<file path="config.mk">
export PLATFORM = sky130hd
export DESIGN_NAME = ddr3_req_arbiter
export DESIGN_NICKNAME = d
export VERILOG_FILES = /design/src/rtl/ddr_arb_defs_pkg.sv /design/src/rtl/ddr_req_fifo.sv /design/src/rtl/ddr3_req_arbiter.sv
export SDC_FILE = /design/constraint.sdc
export NUM_CORES = 1
export LEC_CHECK = 0
export BUFFER_PORTS_ARGS = -buffer_cell sky130_fd_sc_hd__buf_2
export CORE_ASPECT_RATIO = 1.75
export CORE_UTILIZATION = 49
export CTS_CLUSTER_SIZE = 16
export DETAILED_ROUTE_END_ITERATION = 6
export PLACE_DENSITY_LB_ADDON = 0.25
export SETUP_SLACK_MARGIN = 0.2
export SLEW_MARGIN = 20
export SYNTH_ARGS = -nofsm -noshare
export SYNTH_HDL_FRONTEND = slang
export SYNTH_SLANG_ARGS = --single-unit
</file>
<file path="constraint.sdc">
create_clock -name clk_x1 -period 6 [get_ports clk_x1]
set_input_delay 0.6 -clock clk_x1 [delete_from_list [all_inputs] [get_ports clk_x1]]
set_output_delay 0.6 -clock clk_x1 [all_outputs]
set_load 0.02 [all_outputs]
</file>
<file path="src/rtl/ddr_arb_defs_pkg.sv">
// Shared definitions for the DDR3 request arbiter: controller command
// encodings, arbiter FSM state encodings, the write-data byte mask and a
// saturating-increment helper used by the optional statistics counters.
package ddr_arb_defs_pkg;

  localparam logic [2:0] CMD_WR   = 3'b000;
  localparam logic [2:0] CMD_RD   = 3'b001;

  // Upper two bytes of the 64-bit beat carry no pixel data.
  localparam logic [7:0] WDF_MASK = 8'hC0;

  typedef enum logic [1:0] {
    IDLE     = 2'd0,
    WR_ISSUE = 2'd1,
    RD_ISSUE = 2'd2
  } arb_state_e;

  function automatic logic [15:0] sat_inc16(input logic [15:0] value);
    logic [15:0] result;
    if (value == 16'hFFFF) begin
      result = value;
    end else begin
      result = value + 16'd1;
    end
    return result;
  endfunction

endpackage

</file>
<file path="src/rtl/ddr_req_fifo.sv">
// Synchronous request FIFO with full/empty/level status.
// A push on a full FIFO is taken only when a pop happens in the same cycle,
// in which case the level is unchanged.
module ddr_req_fifo #(
  parameter int WIDTH = 64,
  parameter int DEPTH = 16,
  localparam int AW   = $clog2(DEPTH)
) (
  input  logic             clk,
  input  logic             rst_n,
  input  logic             push,
  input  logic [WIDTH-1:0] push_data,
  input  logic             pop,
  output logic [WIDTH-1:0] head,
  output logic             full,
  output logic             empty,
  output logic [AW:0]      level
);

  logic [WIDTH-1:0] mem_r [DEPTH];
  logic [AW:0]      wptr_r;
  logic [AW:0]      rptr_r;
  logic             pop_ok_s;
  logic             push_ok_s;

  assign level     = wptr_r - rptr_r;
  assign empty     = (wptr_r == rptr_r);
  assign full      = (level == DEPTH[AW:0]);
  assign head      = mem_r[rptr_r[AW-1:0]];
  assign pop_ok_s  = pop & ~empty;
  assign push_ok_s = push & (~full | pop_ok_s);

  // Read/write pointers; one extra bit distinguishes full from empty
  always_ff @(posedge clk or negedge rst_n) begin
    if (!rst_n) begin
      wptr_r <= '0;
      rptr_r <= '0;
    end else begin
      if (push_ok_s) begin
        wptr_r <= wptr_r + {{AW{1'b0}}, 1'b1};
      end
      if (pop_ok_s) begin
        rptr_r <= rptr_r + {{AW{1'b0}}, 1'b1};
      end
    end
  end

  // Entry storage; contents are don't-care until written
  always_ff @(posedge clk) begin
    if (push_ok_s) begin
      mem_r[wptr_r[AW-1:0]] <= push_data;
    end
  end

endmodule

</file>
<file path="src/rtl/ddr3_req_arbiter.sv">
// ddr3_req_arbiter: shares the DDR3 controller app_* port between the gray
// pixel write path and the LED-zone read path. Writes ({addr,48b data}) and
// reads (addr) are queued in separate FIFOs; an IDLE/WR_ISSUE/RD_ISSUE FSM
// grants one at a time (urgent writes first, else round-robin) and bounds
// reads in flight. Every app_* output comes straight from a flop; a granted
// request therefore spends one cycle in its ISSUE state before app_en rises.
// Optional feature: define ARB_STATS_EN to get saturating grant/stall
// counters on stats_o; otherwise stats_o is constant zero.
module ddr3_req_arbiter
  import ddr_arb_defs_pkg::*;
#(
  parameter int ADDR_W      = 28,
  parameter int ADDR_LSB    = 3,
  parameter int WFIFO_DEPTH = 16,
  parameter int RFIFO_DEPTH = 16,
  parameter int WR_URGENT   = 12,
  parameter int MAX_RD_OUT  = 4
) (
  input  logic              clk_x1,
  input  logic              rst_n,
  input  logic              wr_valid,
  output logic              wr_ready,
  input  logic [15:0]       wr_addr,
  input  logic [47:0]       wr_data,
  input  logic              rd_valid,
  output logic              rd_ready,
  input  logic [15:0]       rd_addr,
  input  logic              app_rdy,
  output logic              app_en,
  output logic [2:0]        app_cmd,
  output logic [ADDR_W-1:0] app_addr,
  input  logic              app_wdf_rdy,
  output logic              app_wdf_wren,
  output logic [63:0]       app_wdf_data,
  output logic              app_wdf_end,
  output logic [7:0]        app_wdf_mask,
  input  logic              app_rd_data_end,
  output logic [2:0]        rd_outstanding,
  output logic [47:0]       stats_o
);

  localparam int WAW = $clog2(WFIFO_DEPTH);
  localparam int RAW = $clog2(RFIFO_DEPTH);

  // FIFO interfaces
  logic [63:0]  wfifo_head_s;
  logic         wfifo_full_s;
  logic         wfifo_empty_s;
  logic [WAW:0] wfifo_level_s;
  logic [15:0]  rfifo_head_s;
  logic         rfifo_full_s;
  logic         rfifo_empty_s;
  logic [RAW:0] rfifo_level_s;
  logic         unused_rlevel_s;

  // FSM and handshake state
  arb_state_e   state_r;
  arb_state_e   state_nx_s;
  logic         cmd_done_r;
  logic         cmd_done_nx_s;
  logic         dat_done_r;
  logic         dat_done_nx_s;
  logic         prio_rd_r;
  logic         prio_rd_nx_s;
  logic         app_en_nx_s;
  logic         wren_nx_s;
  logic         wr_pop_s;
  logic         rd_pop_s;
  logic         cmd_acc_s;
  logic         dat_acc_s;
  logic         wr_elig_s;
  logic         rd_elig_s;
  logic         wr_urgent_s;
  logic         rd_dec_s;

  // Registered outputs
  logic              app_en_r;
  logic [2:0]        app_cmd_r;
  logic [ADDR_W-1:0] app_addr_r;
  logic              app_wdf_wren_r;
  logic [63:0]       app_wdf_data_r;
  logic [7:0]        app_wdf_mask_r;
  logic [2:0]        rd_out_r;

  assign wr_ready        = ~wfifo_full_s;
  assign rd_ready        = ~rfifo_full_s;
  assign unused_rlevel_s = ^rfifo_level_s;

  ddr_req_fifo #(.WIDTH(64), .DEPTH(WFIFO_DEPTH)) u_wfifo (
    .clk       (clk_x1),
    .rst_n     (rst_n),
    .push      (wr_valid & wr_ready),
    .push_data ({wr_addr, wr_data}),
    .pop       (wr_pop_s),
    .head      (wfifo_head_s),
    .full      (wfifo_full_s),
    .empty     (wfifo_empty_s),
    .level     (wfifo_level_s)
  );

  ddr_req_fifo #(.WIDTH(16), .DEPTH(RFIFO_DEPTH)) u_rfifo (
    .clk       (clk_x1),
    .rst_n     (rst_n),
    .push      (rd_valid & rd_ready),
    .push_data (rd_addr),
    .pop       (rd_pop_s),
    .head      (rfifo_head_s),
    .full      (rfifo_full_s),
    .empty     (rfifo_empty_s),
    .level     (rfifo_level_s)
  );

  assign cmd_acc_s   = app_en_r & app_rdy;
  assign dat_acc_s   = app_wdf_wren_r & app_wdf_rdy;
  assign wr_elig_s   = ~wfifo_empty_s;
  assign rd_elig_s   = ~rfifo_empty_s && (rd_out_r < MAX_RD_OUT[2:0]);
  assign wr_urgent_s = (wfifo_level_s >= WR_URGENT[WAW:0]);
  assign rd_dec_s    = app_rd_data_end && (rd_out_r != 3'd0);

  // Grant selection, issue handshakes and next values of the command flops
  always_comb begin
    state_nx_s    = state_r;
    cmd_done_nx_s = cmd_done_r;
    dat_done_nx_s = dat_done_r;
    prio_rd_nx_s  = prio_rd_r;
    app_en_nx_s   = 1'b0;
    wren_nx_s     = 1'b0;
    wr_pop_s      = 1'b0;
    rd_pop_s      = 1'b0;
    case (state_r)
      IDLE: begin
        if (wr_urgent_s || (wr_elig_s && !(rd_elig_s && prio_rd_r))) begin
          state_nx_s   = WR_ISSUE;
          prio_rd_nx_s = 1'b1;
        end else if (rd_elig_s) begin
          state_nx_s   = RD_ISSUE;
          prio_rd_nx_s = 1'b0;
        end else begin
          state_nx_s   = IDLE;
        end
      end
      WR_ISSUE: begin
        // Command and data channels complete independently, in any order.
        cmd_done_nx_s = cmd_done_r | cmd_acc_s;
        dat_done_nx_s = dat_done_r | dat_acc_s;
        if (cmd_done_nx_s && dat_done_nx_s) begin
          wr_pop_s      = 1'b1;
          state_nx_s    = IDLE;
          cmd_done_nx_s = 1'b0;
          dat_done_nx_s = 1'b0;
        end else begin
          app_en_nx_s   = ~cmd_done_nx_s;
          wren_nx_s     = ~dat_done_nx_s;
        end
      end
      RD_ISSUE: begin
        if (cmd_acc_s) begin
          rd_pop_s    = 1'b1;
          state_nx_s  = IDLE;
        end else begin
          app_en_nx_s = 1'b1;
        end
      end
      default: begin
        state_nx_s    = IDLE;
        cmd_done_nx_s = 1'b0;
        dat_done_nx_s = 1'b0;
      end
    endcase
  end

  // FSM state, round-robin pointer, handshake flags and app_* output flops
  always_ff @(posedge clk_x1 or negedge rst_n) begin
    if (!rst_n) begin
      state_r        <= IDLE;
      cmd_done_r     <= 1'b0;
      dat_done_r     <= 1'b0;
      prio_rd_r      <= 1'b1;
      app_en_r       <= 1'b0;
      app_cmd_r      <= 3'b000;
      app_addr_r     <= '0;
      app_wdf_wren_r <= 1'b0;
      app_wdf_data_r <= 64'h0;
      app_wdf_mask_r <= 8'h00;
    end else begin
      state_r        <= state_nx_s;
      cmd_done_r     <= cmd_done_nx_s;
      dat_done_r     <= dat_done_nx_s;
      prio_rd_r      <= prio_rd_nx_s;
      app_en_r       <= app_en_nx_s;
      app_wdf_wren_r <= wren_nx_s;
      app_wdf_mask_r <= wren_nx_s ? WDF_MASK : 8'h00;
      if (state_r == WR_ISSUE) begin
        app_cmd_r      <= CMD_WR;
        app_addr_r     <= ADDR_W'({wfifo_head_s[63:48], {ADDR_LSB{1'b0}}});
        app_wdf_data_r <= {16'h0000, wfifo_head_s[47:0]};
      end else if (state_r == RD_ISSUE) begin
        app_cmd_r      <= CMD_RD;
        app_addr_r     <= ADDR_W'({rfifo_head_s, {ADDR_LSB{1'b0}}});
      end
    end
  end

  // Reads in flight: +1 on read command accept, -1 per returned read
  always_ff @(posedge clk_x1 or negedge rst_n) begin
    if (!rst_n) begin
      rd_out_r <= 3'd0;
    end else begin
      case ({rd_pop_s, rd_dec_s})
        2'b10:   rd_out_r <= rd_out_r + 3'd1;
        2'b01:   rd_out_r <= rd_out_r - 3'd1;
        default: rd_out_r <= rd_out_r;
      endcase
    end
  end

  assign app_en         = app_en_r;
  assign app_cmd        = app_cmd_r;
  assign app_addr       = app_addr_r;
  assign app_wdf_wren   = app_wdf_wren_r;
  assign app_wdf_end    = app_wdf_wren_r;
  assign app_wdf_data   = app_wdf_data_r;
  assign app_wdf_mask   = app_wdf_mask_r;
  assign rd_outstanding = rd_out_r;

`ifdef ARB_STATS_EN
  logic [15:0] wr_grant_cnt_r;
  logic [15:0] rd_grant_cnt_r;
  logic [15:0] stall_cnt_r;

  // Saturating counts of completed writes, accepted reads and stalled command cycles
  always_ff @(posedge clk_x1 or negedge rst_n) begin
    if (!rst_n) begin
      wr_grant_cnt_r <= 16'h0000;
      rd_grant_cnt_r <= 16'h0000;
      stall_cnt_r    <= 16'h0000;
    end else begin
      if (wr_pop_s) begin
        wr_grant_cnt_r <= sat_inc16(wr_grant_cnt_r);
      end
      if (rd_pop_s) begin
        rd_grant_cnt_r <= sat_inc16(rd_grant_cnt_r);
      end
      if (app_en_r && !app_rdy) begin
        stall_cnt_r <= sat_inc16(stall_cnt_r);
      end
    end
  end

  assign stats_o = {stall_cnt_r, rd_grant_cnt_r, wr_grant_cnt_r};
`else
  assign stats_o = 48'h0;
`endif

endmodule

</file>
After elaboration in Yosys (flattened, before gate mapping):

Memories as Yosys holds them, arrays and structs flattened.
Cells that the tools add are included.

* register bits: 117
* memory bits (writable): 1280
* bits of input ports: 87
* output and inout port bits: 159
* memories kept: 2

Memory list
* u_wfifo.mem_r: words 16, bits a word 64, read ports 1, clocked after Yosys merged registers in 0, wr ports 1, line ddr_req_fifo.sv:20 `logic [WIDTH-1:0] mem_r [DEPTH];`
* u_rfifo.mem_r: words 16, bits a word 16, read ports 1, clocked after Yosys merged registers in 0, wr ports 1, line ddr_req_fifo.sv:20

* add/subtract/negate cells: 8
* order comparisons: 2
* equal/unequal tests: 10
* multiplexer cells: 30
* bitwise logic cells: 18
* reduce and logical (&&, ||, !) cells: 15

Operators by type and width (count)
* 28-bit two-way mux: 2
* 5-bit by 1-bit adder with 5-bit output (second input constant): 4
* 1-bit two-way mux: 16
* 5-bit equality test: 2
* 5-bit equality test (second input constant): 2
* 5-bit subtractor: 2
* 1-bit AND: 8
* 2-bit two-way mux: 4
* 8-bit two-way mux: 1
* 3-bit two-way mux: 2
* 1-bit inverter: 6
* 1-bit case mux with 2 select lines: 3
* 2-bit case mux with 3 select lines: 1
* 3-bit case mux with 2 select lines: 1
* 2-bit nonzero test: 3
* 5-bit by 4-bit >= comparator with 1-bit output (second input constant): 1
* 1-bit logical AND: 5
* 2-bit by 1-bit equality test with 1-bit output (second input constant): 2
* 2-bit equality test (second input constant): 2
* 2-bit != test (second input constant): 2
* 1-bit OR: 4
* 2-bit AND reduction: 2
* 3-bit by 1-bit adder with 3-bit output (second input constant): 1
* 3-bit less-than comparator (second input constant): 1
* other kinds (6): 6

Depth between registers and ports, before layout:

Gate-level depths: netlist of the first run.

* depth in word-level cells: 10
* gate-level depth with buffers: 11
* gate-level depth less buffers: 9

Cells and area by module:

A second synthesis of the first run with hierarchy kept.

* cells, all modules: 2710
* area total of the unflattened synthesis: 54038.1 um^2

Modules (own cells, without submodules)
* ddr_req_fifo (u_wfifo): times used 1, cells each 1857, area each 39693.1 um^2
* ddr_req_fifo (u_rfifo): times used 1, cells each 532, area each 10537.6 um^2
* ddr3_req_arbiter: times used 1, cells each 321, area each 3807.4 um^2

Worst setup path before layout of the first run:

No wires, ideal clock.

* kind: register -> register
* from: register u_rfifo.rptr_r[1]
* to: memory u_rfifo.mem_r[28][0] (netlist: u_rfifo.mem_r[7][0]) (enable)
* library setup time: 0.430 ns
* data arrival time: 3.861 ns
* setup slack: 1.708 ns
* cell stages (with the launch flop): 11
* path buffers: 3
* cell sequence: dfrtp_1 buf_2 buf_1 inv_1 ha_1 nor2b_1 o21a_1 o211ai_2 a21oi_4 buf_2 nor4_1

* word-level cells in the longest chain between the ends: 7
* elaborated cells on any way between the ends: 11
* classes of those cells: 1 x add/sub; 2 x eq/ne; 2 x mux; 6 x bitwise

RTL lines
* start: declaration: line ddr_req_fifo.sv:22 `logic [AW:0] rptr_r;`
* start signal: assignment: line ddr_req_fifo.sv:43 `rptr_r <= rptr_r + {{AW{1'b0}}, 1'b1};`
* 5-bit subtractor or 5-bit equality test (tied branches): line ddr_req_fifo.sv:26, ddr_req_fifo.sv:27
* 5-bit equality test or 1-bit inverter (tied branches): line ddr_req_fifo.sv:28, ddr_req_fifo.sv:30
* 1-bit inverter or 1-bit AND (tied branches): line ddr_req_fifo.sv:31, ddr3_req_arbiter.sv:86, ddr_req_fifo.sv:30
* 1-bit AND or 1-bit OR (tied branches): line ddr3_req_arbiter.sv:104, ddr_req_fifo.sv:31
* 1-bit AND (*): line ddr_req_fifo.sv:31 `assign push_ok_s = push & (~full | pop_ok_s);`
* 1-bit two-way mux (*): line ddr_req_fifo.sv:50 `if (push_ok_s) begin`
* 1-bit two-way mux (not written as such) (*): line ddr_req_fifo.sv:51 `mem_r[wptr_r[AW-1:0]] <= push_data;`
* end: declaration: line ddr_req_fifo.sv:20

Every way passes the cells marked *; elsewhere a longest branch is shown, timed or not.

Final worst setup path of the first run:

* from: register u_rfifo.rptr_r[3]
* to: output port rd_ready

* word-level cells in the longest chain between the ends: 3

RTL lines
* 5-bit subtractor: line ddr_req_fifo.sv:26 `assign level = wptr_r - rptr_r;`
* 5-bit equality test: line ddr_req_fifo.sv:28 `assign full = (level == DEPTH[AW:0]);`
* 1-bit inverter: line ddr3_req_arbiter.sv:86 `assign rd_ready = ~rfifo_full_s;`
* end: declaration: line ddr3_req_arbiter.sv:26 `output logic rd_ready,`

No other way between the ends.

==> out/qor.txt, run 1 <==
IO Pins - 246
Hold path depth - 3
Syn Inst Count - 2504
Root Buffer Master - clkbuf_16
R2r startpoint - u_wfifo.rptr_r[1]
Main synth FF type - edfxtp_1
Initial antenna violation count - 12
Pin count of the biggest net entering global routing - 170
Layer with the highest usage - met2
Post-synth top area share - 72.0%
Outcome - completed
Worst slew margin - 24.3%
Total wire length - 117000 um
RSZ-0062 raised after global routing - false
Routing usage on met1 - 27.3%
DR vias - 24865
R2r setup slk - 1.81 ns
Worst hold start - app_wdf_rdy
Tmin final - 4.63 ns
P_leak - 0.0194 uW
Max Cap Viol - 0
CP startpoint kind - register
IO Port Bufs - 161
First-pass GRT wire length - 174000 um
Critical Path Most Common Cell - inv_1
GRT Resource Usage Total - 21.6%
Final setup fails - 0
Highest clock rate - 0.216 GHz
Critical path, cell by cell - inv_1 > buf_4 > ha_1 > or4_4 > a21oi_4 > inv_1 > buf_2
Final period util - 77.2%
Area growth, synth to finish - 11.9%
Crit-path max cell delay - 0.88 ns
Final Hold Fails - 0
Hold crit path type - in -> reg
GRT met2 Usage - 38.7%
CTS resizes - 0
WL per Instance - 27.4 um
DRC viols - 0
Top post-synthesis cells by area - edfxtp_1 (72%), mux4_2 (13%), dfrtp_1 (4.4%)
Fillers - 7969
Starting Density - 49.6%
Critical Path RT - 5.40 ns
Cts bufs inserted - 115
Cell depth of the worst flop-to-flop path - 8
Worst-path clk slew - 0.06 ns
Reg2Reg Capture Point - u_wfifo.mem_r[6][30]
Met3 Usage GRT - 2.61%
Hold worst-path end - dat_done_r
Worst slew pin tran - 1.14 ns
FP Rows - 159
Clk_lat worst skew - 0.75 ns
Global placement routability congestion - 0.802
Total grt overflow - 0
Critical path buffers and inverters - 4
Avg Cell Area, Syn - 21.3 sq um
Post-synthesis sequential area ratio - 76.4%
CORE AREA - 0.108 sq mm
Worst Path Max Fanout - 31
Layout cell share with drive strength beyond 1 - 27.4%
CP delay by family, top - flip-flops
Power per cell area - 453 mW/mm^2
CTS tree - built
Vias per inst - 5.82
VDD IR max - 603 uV
Number of synthesized flops with an enable pin - 1280
Synth cell count leaders - edfxtp_1 (1280), mux4_2 (320), mux2i_1 (130)
Synth Register Bits - 1375
Setup TNS - 0 ns
Clock Skews - 0.0309 ns
Hold Worst Slack - 0.198 ns
Yosys cell types - 57
Routed Antenna Nets - 0
Largest area contributor in the netlist - edfxtp_1
Arrival time at the worst endpoint - 4.03 ns
Longest Clk Path Bufs - 3
Router iterations before antenna repair - 7
Final nets - 2829
Vias in the first global route - 26396
Die W - 252 um
Clock Sinks - 1375
Hpwl dp - 67900 um
Count leader, synth - edfxtp_1
Crit Path Class - reg -> out
Die height - 439 um
Slowest-stage cell, CP - dfrtp_1
Cell area after synthesis - 0.0534 sq mm
Total of warnings raised by yosys - 0
Initial DRC Count - 2113
Area of the die - 0.110 sq mm
H-tree depth - 3
Final slew viol count - 0
Synth async-reset ratio - 6.91%
CP Capture Type - primary output
[tightest hold or removal path, delay by kind of cell]
kind	cells	cell delay, ns
buffers and inverters	1	0.11
AOI/OAI and AO/OA	2	0.18
[cell families after synthesis]
group                    count (synthesis)  share of synthesized area (%)
XOR/XNOR                                24                          0.408
AND/OR/NAND/NOR                        186                           1.60
other                                    1                        0.00702
AO/OA/AOI/OAI                          208                           2.51
adder cells (fa/ha/maj)                 23                          0.553
flip-flops                            1375                           76.4
buffers and inverters                  235                           2.50
multiplexers                           452                           16.0
[how the worst max path moves through the flow]
stage / slack (ns) / cells past startpoint / start / end
final: 1.37 / 7 / u_rfifo.rptr_r[3] / rd_ready
after global routing: 1.16 / 7 / u_rfifo.rptr_r[3] / rd_ready
after CTS: 1.32 / 7 / u_rfifo.rptr_r[3] / rd_ready
after detailed placement: 1.80 / 8 / u_wfifo.rptr_r[1] / u_wfifo.mem_r[6][43]
after global placement: 1.83 / 8 / u_wfifo.rptr_r[1] / u_wfifo.mem_r[1][42]
after floorplan: 1.71 / 10 / u_rfifo.rptr_r[1] / u_rfifo.mem_r[7][0]
[layout by cell type (no fill, tap or decap), types with 9 or more instances in the layout]
cell	n
o21ai_0	59
bufinv_16	11
nand2_1	53
edfxtp_1	1280
a22o_1	15
clkbuf_1	33
a2111o_1	15
clkbuf_8	16
and3_4	15
buf_2	160
ha_1	22
dfrtp_1	90
clkbuf_16	117
nor2_1	62
clkinv_2	21
o22ai_1	14
conb_1	84
mux4_2	320
a21oi_1	69
inv_1	23
nand3_1	9
nor4_2	12
mux2i_1	130
xnor2_1	15
buf_4	60
[state kept, by name, indices dropped and copies added, names as in the netlist]
register / flops
app_addr: 16
app_cmd: 1
app_en: 1
app_wdf_data: 48
app_wdf_mask: 1
cmd_done_r: 1
dat_done_r: 1
prio_rd_r: 1
rd_outstanding: 3
state_r: 2
u_rfifo.mem_r: 256
u_rfifo.rptr_r: 5
u_rfifo.wptr_r: 5
u_wfifo.mem_r: 1024
u_wfifo.rptr_r: 5
u_wfifo.wptr_r: 5
[area by class of cell]
cell class | count | area (sq um) | share of cell area [%]
multi-input cells | 977 | 11800 | 19.7
repair buffers | 223 | 1310 | 2.19
inverters | 27 | 108 | 0.180
diodes | 3 | 7.51 | 0.0126
flip-flops and latches | 1375 | 40800 | 68.4
well taps | 1449 | 1810 | 3.04
clock buffers | 166 | 3270 | 5.48
clock inverters | 52 | 632 | 1.06
[per-layer routing]
layer | part of all wire (%) | wire length (um)
met1 | 39 | 45300
met2 | 54 | 63100
met3 | 4.8 | 5560
met4 | 2.4 | 2790
met5 | 0.062 | 72
[through the flow]
step	utilization (%)	total power [uW]	setup WS, ns	instance area [sq um]	instances
final	55.5	27000	1.37	59700	4272
after global routing	55.5	28200	1.16	59700	4270
after CTS	55.5	27300	1.32	59700	4268
after detailed placement	51.8	19700	1.80	55800	4049
after global placement	51.8	19500	1.83	55800	4049
after floorplan	-	17400	1.71	53700	2587
[power by group]
group,total (uW),switching [uW],internal [uW]
clock,7690,3400,4290
sequential,12300,621,11700
combinational,7020,4050,2980
total,27000,8070,19000
[what timing repair did]
| item | in CTS | in global routing |
|---|---|---|
| hold endpoints to repair | 47 | 0 |
| hold buffers | 1 | 0 |
| endpoints found under the setup margin | 0 | 0 |
| buffers inserted | 0 | 0 |
Note: power is estimated with default switching activity, not from simulation.
==> run 2: changes to the inputs <==
clock period = 4 ns   (was 6 ns; I/O delays follow)
==> run 2 against run 1 <==
Effect of this change:
- via count rose by 1.3%
- non-clock buffer count rose by 20
- largest cell class unchanged
- setup slack got worse by 1.0 ns
- critical path depth rose by 1
- critical path type is now reg -> reg
- highest routed layer unchanged
- cell area rose by 1.1%
==> out/qor.txt, run 2 (same netlist as run 1, synthesis figures left out) <==
Pin count of the biggest net entering global routing - 142 (-16%)
Tmin final - 3.63 ns
Arrival time at the worst endpoint - 4.06 ns (+0.03 ns)
Final slew viol count - 0 (unchanged)
Total wire length - 122000 um (+4.2%)
Most frequent cells in the layout - edfxtp_1 (1280), mux4_2 (320), buf_2 (160)
Commonest non-fill, non-tap cell in the layout - edfxtp_1
IO Port Bufs - 161 (unchanged)
Die height - 439 um (unchanged)
Vias in the first global route - 26529 (+0.50%)
Vias per inst - 5.87 (+0.84%)
Worst hold start - wr_addr[3]
CP Capture Type - register
Fillers - 7870 (-1.2%)
Reg2Reg Capture Point - u_wfifo.mem_r[6][14]
CTS tree - built
P_leak - 0.0197 uW (+1.3%)
Hpwl dp - 73700 um (+8.5%)
GRT Resource Usage Total - 22.2% (+0.64 points)
Initial DRC Count - 2153 (+1.9%)
Cts bufs inserted - 114 (-0.87%)
Routed Antenna Nets - 0 (unchanged)
Crit-path max cell delay - 0.70 ns (-0.18 ns)
CORE AREA - 0.108 sq mm (unchanged)
Critical Path Sink - u_wfifo.mem_r[6][14]
First-pass GRT wire length - 178000 um (+2.1%)
RSZ-0062 raised after global routing - false
Final period util - 90.8%
Power per cell area - 685 mW/mm^2 (+51%)
Router iterations before antenna repair - 5 (-2)
FP Rows - 159 (unchanged)
CP delay by family, top - compound AO/OA/AOI/OAI gates
Clk_lat worst skew - 0.74 ns (about the same)
DR vias - 25198 (+1.3%)
Max Cap Viol - 0 (unchanged)
Total grt overflow - 0 (unchanged)
Worst Path Max Fanout - 30 (-3.2%)
Power Total - 41400 uW (+53%)
Worst slew pin tran - 1.09 ns (-0.0479 ns)
Final nets - 2849 (+0.71%)
Critical Path RT - 4.43 ns (-0.97 ns)
Longest Clk Path Bufs - 3 (unchanged)
Final Instance Area - 0.0604 sq mm (+1.1%)
Clock Skews - 0.0260 ns (-0.00490 ns)
Cell depth of the worst flop-to-flop path - 8 (unchanged)
Worst slew margin - 27.5% (+3.2 points)
Final Hold Fails - 0 (unchanged)
VDD IR max - 721 uV (+20%)
Critical path buffers and inverters - 2 (-2)
WL per Instance - 28.4 um (+3.7%)
CP startpoint kind - register
Initial antenna violation count - 10 (-2)
DRC viols - 0 (unchanged)
Placed cell areas - 0.0562 sq mm (+0.71%)
Highest clock rate - 0.275 GHz
H-tree depth - 3 (unchanged)
Outcome - completed
Area growth, synth to finish - 13.1%
Crit path from - u_wfifo.rptr_r[2]
Die W - 252 um (unchanged)
Max reg flops - 1024 (unchanged)
Final setup fails - 0 (unchanged)
Root Buffer Master - clkbuf_16
Layout cell share with drive strength beyond 1 - 28.0% (+0.63 points)
Area of the die - 0.110 sq mm (unchanged)
Starting Density - 49.6% (unchanged)
Clock Sinks - 1375 (unchanged)
Slowest-stage cell, CP - and3_4
Hold crit path type - in -> reg
Critical path, cell by cell - inv_1 > ha_1 > nor2_1 > a2111oi_0 > a31oi_1 > o21a_2 > and3_4 > buf_4
Crit Path Class - reg -> reg
Critical path depth in cells - 8 (+1)
R2r setup slk - 0.37 ns (-1.44 ns)
IO Pins - 246 (unchanged)
Global placement routability congestion - 0.813 (+1.3%)
R2r startpoint - u_wfifo.rptr_r[2]
Worst-path clk slew - 0.07 ns (about the same)
[run 2: changes by cell type in the layout (fill, tap and decap cells not counted), moves of 7 or more]
cell / change
buf_4: -14
dlygate4sd3_1: +7
bufinv_16: +10
buf_12: +26
clkbuf_1: -9
clkbuf_8: -7
[run 2: what timing repair did]
action                                  in CTS  in global routing
gates cloned                                 0                  1
hold buffers                                 8                  0
setup buffers                                1                  0
endpoints found under the setup margin       1                430
pin swaps                                    1                  2
hold endpoints to repair                   106                  0
resized for setup                            0                  1
[run 2: routing by layer]
| layer | up-vias | global-route usage, % | wire length, um |
|---|---|---|---|
| li1 | 10629 | - | - |
| met1 | 13577 | 27.7 | 46400 |
| met2 | 785 | 40.1 | 65700 |
| met3 | 193 | 3.13 | 6560 |
| met4 | 14 | 6.74 | 3000 |
| met5 | - | 0 | 92 |
[run 2: through the flow]
step	hold slack (ns)	instances	util [%]	TNS (ns)	worst slack [ns]
finish	0.0532	4293	56.1	0	0.369
global route	0.0437	4289	56.1	0	0.206
CTS	0.00333	4286	56.1	0	0.243
detailed placement	0.484	4061	52.2	0	0.292
global placement	0.473	4061	52.2	0	0.368
floorplan	0.104	2587	-	-37.05	-0.292
[run 2: area by class of cell]
cell class	instances	area, sq um	share of cell area [%]
Clock inverter	68	975	1.61
Sequential cell	1375	40800	67.6
Timing Repair Buffer	243	1810	2.99
Multi-Input combinational cell	978	11700	19.5
Inverter	27	108	0.178
Clock buffer	148	3090	5.12
Tap cell	1449	1810	3.00
Antenna cell	5	12.5	0.0207
[run 2: worst min-delay path by stage]
stage,to,depth (start not counted)
2_1_floorplan,app_addr[10],0
3_3_place_gp,prio_rd_r,2
3_5_place_dp,u_wfifo.rptr_r[4],1
4_1_cts,u_rfifo.mem_r[5][11],1
5_1_grt,u_wfifo.mem_r[15][30],1
6_report,u_wfifo.mem_r[13][51],1
[run 2: power breakdown]
part	total, uW	switching [uW]	internal, uW
Sequential	18300	758	17600
Combinational	11000	6420	4610
Clock	12000	5170	6860
Total	41400	12400	29000
[run 2: worst reg2reg max path: stages, from the launching register on]
cell and delay, ns:
dfrtp_1 0.51, inv_1 0.21, ha_1 0.40, nor2_1 0.19
a2111oi_0 0.11, a31oi_1 0.36, o21a_2 0.52, and3_4 0.70
buf_4 0.32
==> run 3: changes to the inputs <==
SYNTH_HIERARCHICAL = 1   (was unset)
==> run 3 against run 2 <==
Effect of this change:
- wire length shrank 3.0%
- flip-flop and latch count is the same
- non-clock buffer count grew 46
- critical endpoint is now u_wfifo/mem_r[7][34]
- largest power group unchanged
==> out/qor.txt, run 3 <==
Crit-path max cell delay - 0.59 ns (-0.11 ns)
Final slew viol count - 0 (unchanged)
FF+latch area - 0.0408 sq mm (about the same)
Final Instance Area - 0.0610 sq mm (+1.0%)
CTS tree - built
Hpwl dp - 66600 um (-9.6%)
VDD IR max - 536 uV (-26%)
Area of the die - 0.112 sq mm (+1.2%)
R2r setup slk - 0.44 ns (+0.07 ns)
Critical Path Sink - u_wfifo/mem_r[7][34]
Final period util - 88.9% (-1.8 points)
Part of the power in registers - 43.3% (-1.0 points)
DR vias - 25914 (+2.8%)
Worst slew pin tran - 1.18 ns (+0.0959 ns)
Cell area after synthesis - 0.0540 sq mm (+1.2%)
CP delay by family, top - simple AND/OR/NAND/NOR gates
Vias in the first global route - 27884 (+5.1%)
Highest clock rate - 0.281 GHz (+2.1%)
Worst-path clk slew - 0.07 ns (about the same)
Clock Power Share - 26.9% (-2.2 points)
Global placement routability congestion - 0.781 (-3.9%)
Setup TNS - 0 ns (unchanged)
Final setup fails - 0 (unchanged)
Syn Inst Count - 2708 (+8.1%)
CP Capture Type - register
Cells after DPL - 4263 (+5.0%)
Avg Cell Area, Syn - 20.0 sq um (-6.4%)
Die height - 441 um (+0.59%)
Logic pwr share - 29.8% (+3.2 points)
Tmin final - 3.56 ns (-0.0735 ns)
H-tree depth - 3 (unchanged)
Psw - 13200 uW (+6.8%)
Total of warnings raised by yosys - 6 (+6)
Cell depth of the worst flop-to-flop path - 12 (+4)
Area occupied by multi-input gates - 0.0122 sq mm (+3.9%)
Hold path depth - 1 (unchanged)
Layout cell share with drive strength beyond 1 - 27.3% (-0.72 points)
CORE AREA - 0.109 sq mm (+1.2%)
RSZ-0062 raised after global routing - false
Routed Antenna Nets - 0 (unchanged)
Clock Sinks - 1375 (unchanged)
Total grt overflow - 0 (unchanged)
Clk_lat worst skew - 0.77 ns (+0.03 ns)
Max Cap Viol - 0 (unchanged)
Hold crit path type - in -> reg
Outcome - completed
Clock Skews - 0.0734 ns (+0.0474 ns)
WL per Instance - 26.0 um (-8.2%)
Vias per inst - 5.71 (-2.7%)
CP startpoint kind - register
Root Buffer Master - clkbuf_16
Final nets - 3081 (+8.1%)
Fillers - 8202 (+4.2%)
Placed cell areas - 0.0566 sq mm (+0.82%)
CTS Hold Bufs - 46 (+38)
DRC viols - 0 (unchanged)
Power per cell area - 696 mW/mm^2 (+1.6%)
Longest Clk Path Bufs - 3 (unchanged)
IO Port Bufs - 161 (unchanged)
Worst Path Max Fanout - 16 (-47%)
Cell internal pwr - 29300 uW (+0.89%)
Cts bufs inserted - 116 (+1.8%)
Slowest-stage cell, CP - nor3_4
Worst slew margin - 21.1% (-6.4 points)
P_leak - 0.0202 uW (+2.7%)
Commonest non-fill, non-tap cell in the layout - edfxtp_1
First-pass GRT wire length - 177000 um (-0.18%)
Router iterations before antenna repair - 7 (+2)
# Post-CTS Setup Buffers - 0 (-1)
Final Hold Fails - 0 (unchanged)
Critical Path Most Common Cell - inv_1
Arrival time at the worst endpoint - 3.96 ns (-0.10 ns)
Initial DRC Count - 1994 (-7.4%)
R2r startpoint - u_wfifo/wptr_r[0]
Total wire length - 118000 um (-3.0%)
Initial antenna violation count - 13 (+3)
Critical Path RT - 4.41 ns (-0.02 ns)
Critical path depth in cells - 12 (+4)
IO Pins - 246 (unchanged)
Area growth, synth to finish - 12.9%
Final core occ - 56.0% (-0.079 points)
CTS resizes - 0 (unchanged)
GRT Resource Usage Total - 21.8% (-0.44 points)
Max reg flops - 1024 (unchanged)
Sw Ratio - 31.1% (+1.2 points)
Starting Density - 49.6% (about the same)
Critical path, cell by cell - inv_1 > ha_1 > inv_1 > fa_1 > xor2_1 > nor3_1 > o2111ai_4 > inv_2 > nor2b_4 > nand2_4 > nor3_4 > buf_4
Final Non-Filler Cells - 4537 (+5.7%)
Critical path buffers and inverters - 4 (+2)
Pin count of the biggest net entering global routing - 147 (+3.5%)
Die W - 253 um (+0.59%)
Most frequent cells in the layout - edfxtp_1 (1280), nand2_1 (336), mux4_2 (320)
Crit path from - u_wfifo/wptr_r[0]
Reg2Reg Capture Point - u_wfifo/mem_r[7][34]
FP Rows - 160 (+0.63%)
Crit Path Class - reg -> reg
-- run 3: cell count changes in the layout (fill, tap and decap cells not counted), sizes merged, moves of 44 or more --
cell / before / now
nand2: 55 / 341
mux2i: 130 / 17
a31oi: 3 / 83
and3: 17 / 81
o21ai: 59 / 8
mux2: 2 / 52
a21oi: 70 / 26
-- run 3: how the worst min path moves through the flow --
stage,start,to,slack (ns)
floorplan,rst_n,app_addr[10],0.10
global placement,rst_n,app_addr[5],0.39
detailed placement,rst_n,app_addr[5],0.37
CTS,wr_data[1],u_wfifo/mem_r[13][1],0.0004
global route,rd_addr[11],u_rfifo/mem_r[6][11],0.02
finish,wr_data[12],u_wfifo/mem_r[11][12],0.04
-- run 3: area by class of cell --
type | count | share of cell area, %
diodes | 7 | 0.0287
clock buffers | 153 | 5.15
clock inverters | 68 | 1.24
inverters | 24 | 0.148
multi-input cells | 1163 | 20.0
flip-flops and latches | 1375 | 66.9
well taps | 1458 | 2.99
repair buffers | 289 | 3.50
-- run 3: layer usage --
layer / wire length [um] / GRT usage, %
met1: 43600 / 25.5
met2: 66200 / 40.9
met3: 5640 / 3.34
met4: 2520 / 6.34
met5: 84 / 0
-- run 3: per-stage QoR --
step	setup slack [ns]	hold slack (ns)	total power, uW
after detailed placement	0.398	0.365	31500
after global placement	0.357	0.390	31200
after floorplan	-0.768	0.104	27900
final	0.443	0.0441	42500
after global routing	0.220	0.0213	44400
after CTS	0.406	0.000382	43000
-- run 3: power groups by stage --
stage          Sequential, uW  Combinational, uW  Clock [uW]
6_report                18400              12700       11400
5_1_grt                 18600              13700       12200
4_1_cts                 18400              12900       11700
3_5_place_dp            18700              12800           0
3_3_place_gp            18600              12600           0
2_1_floorplan           18900               9030           0
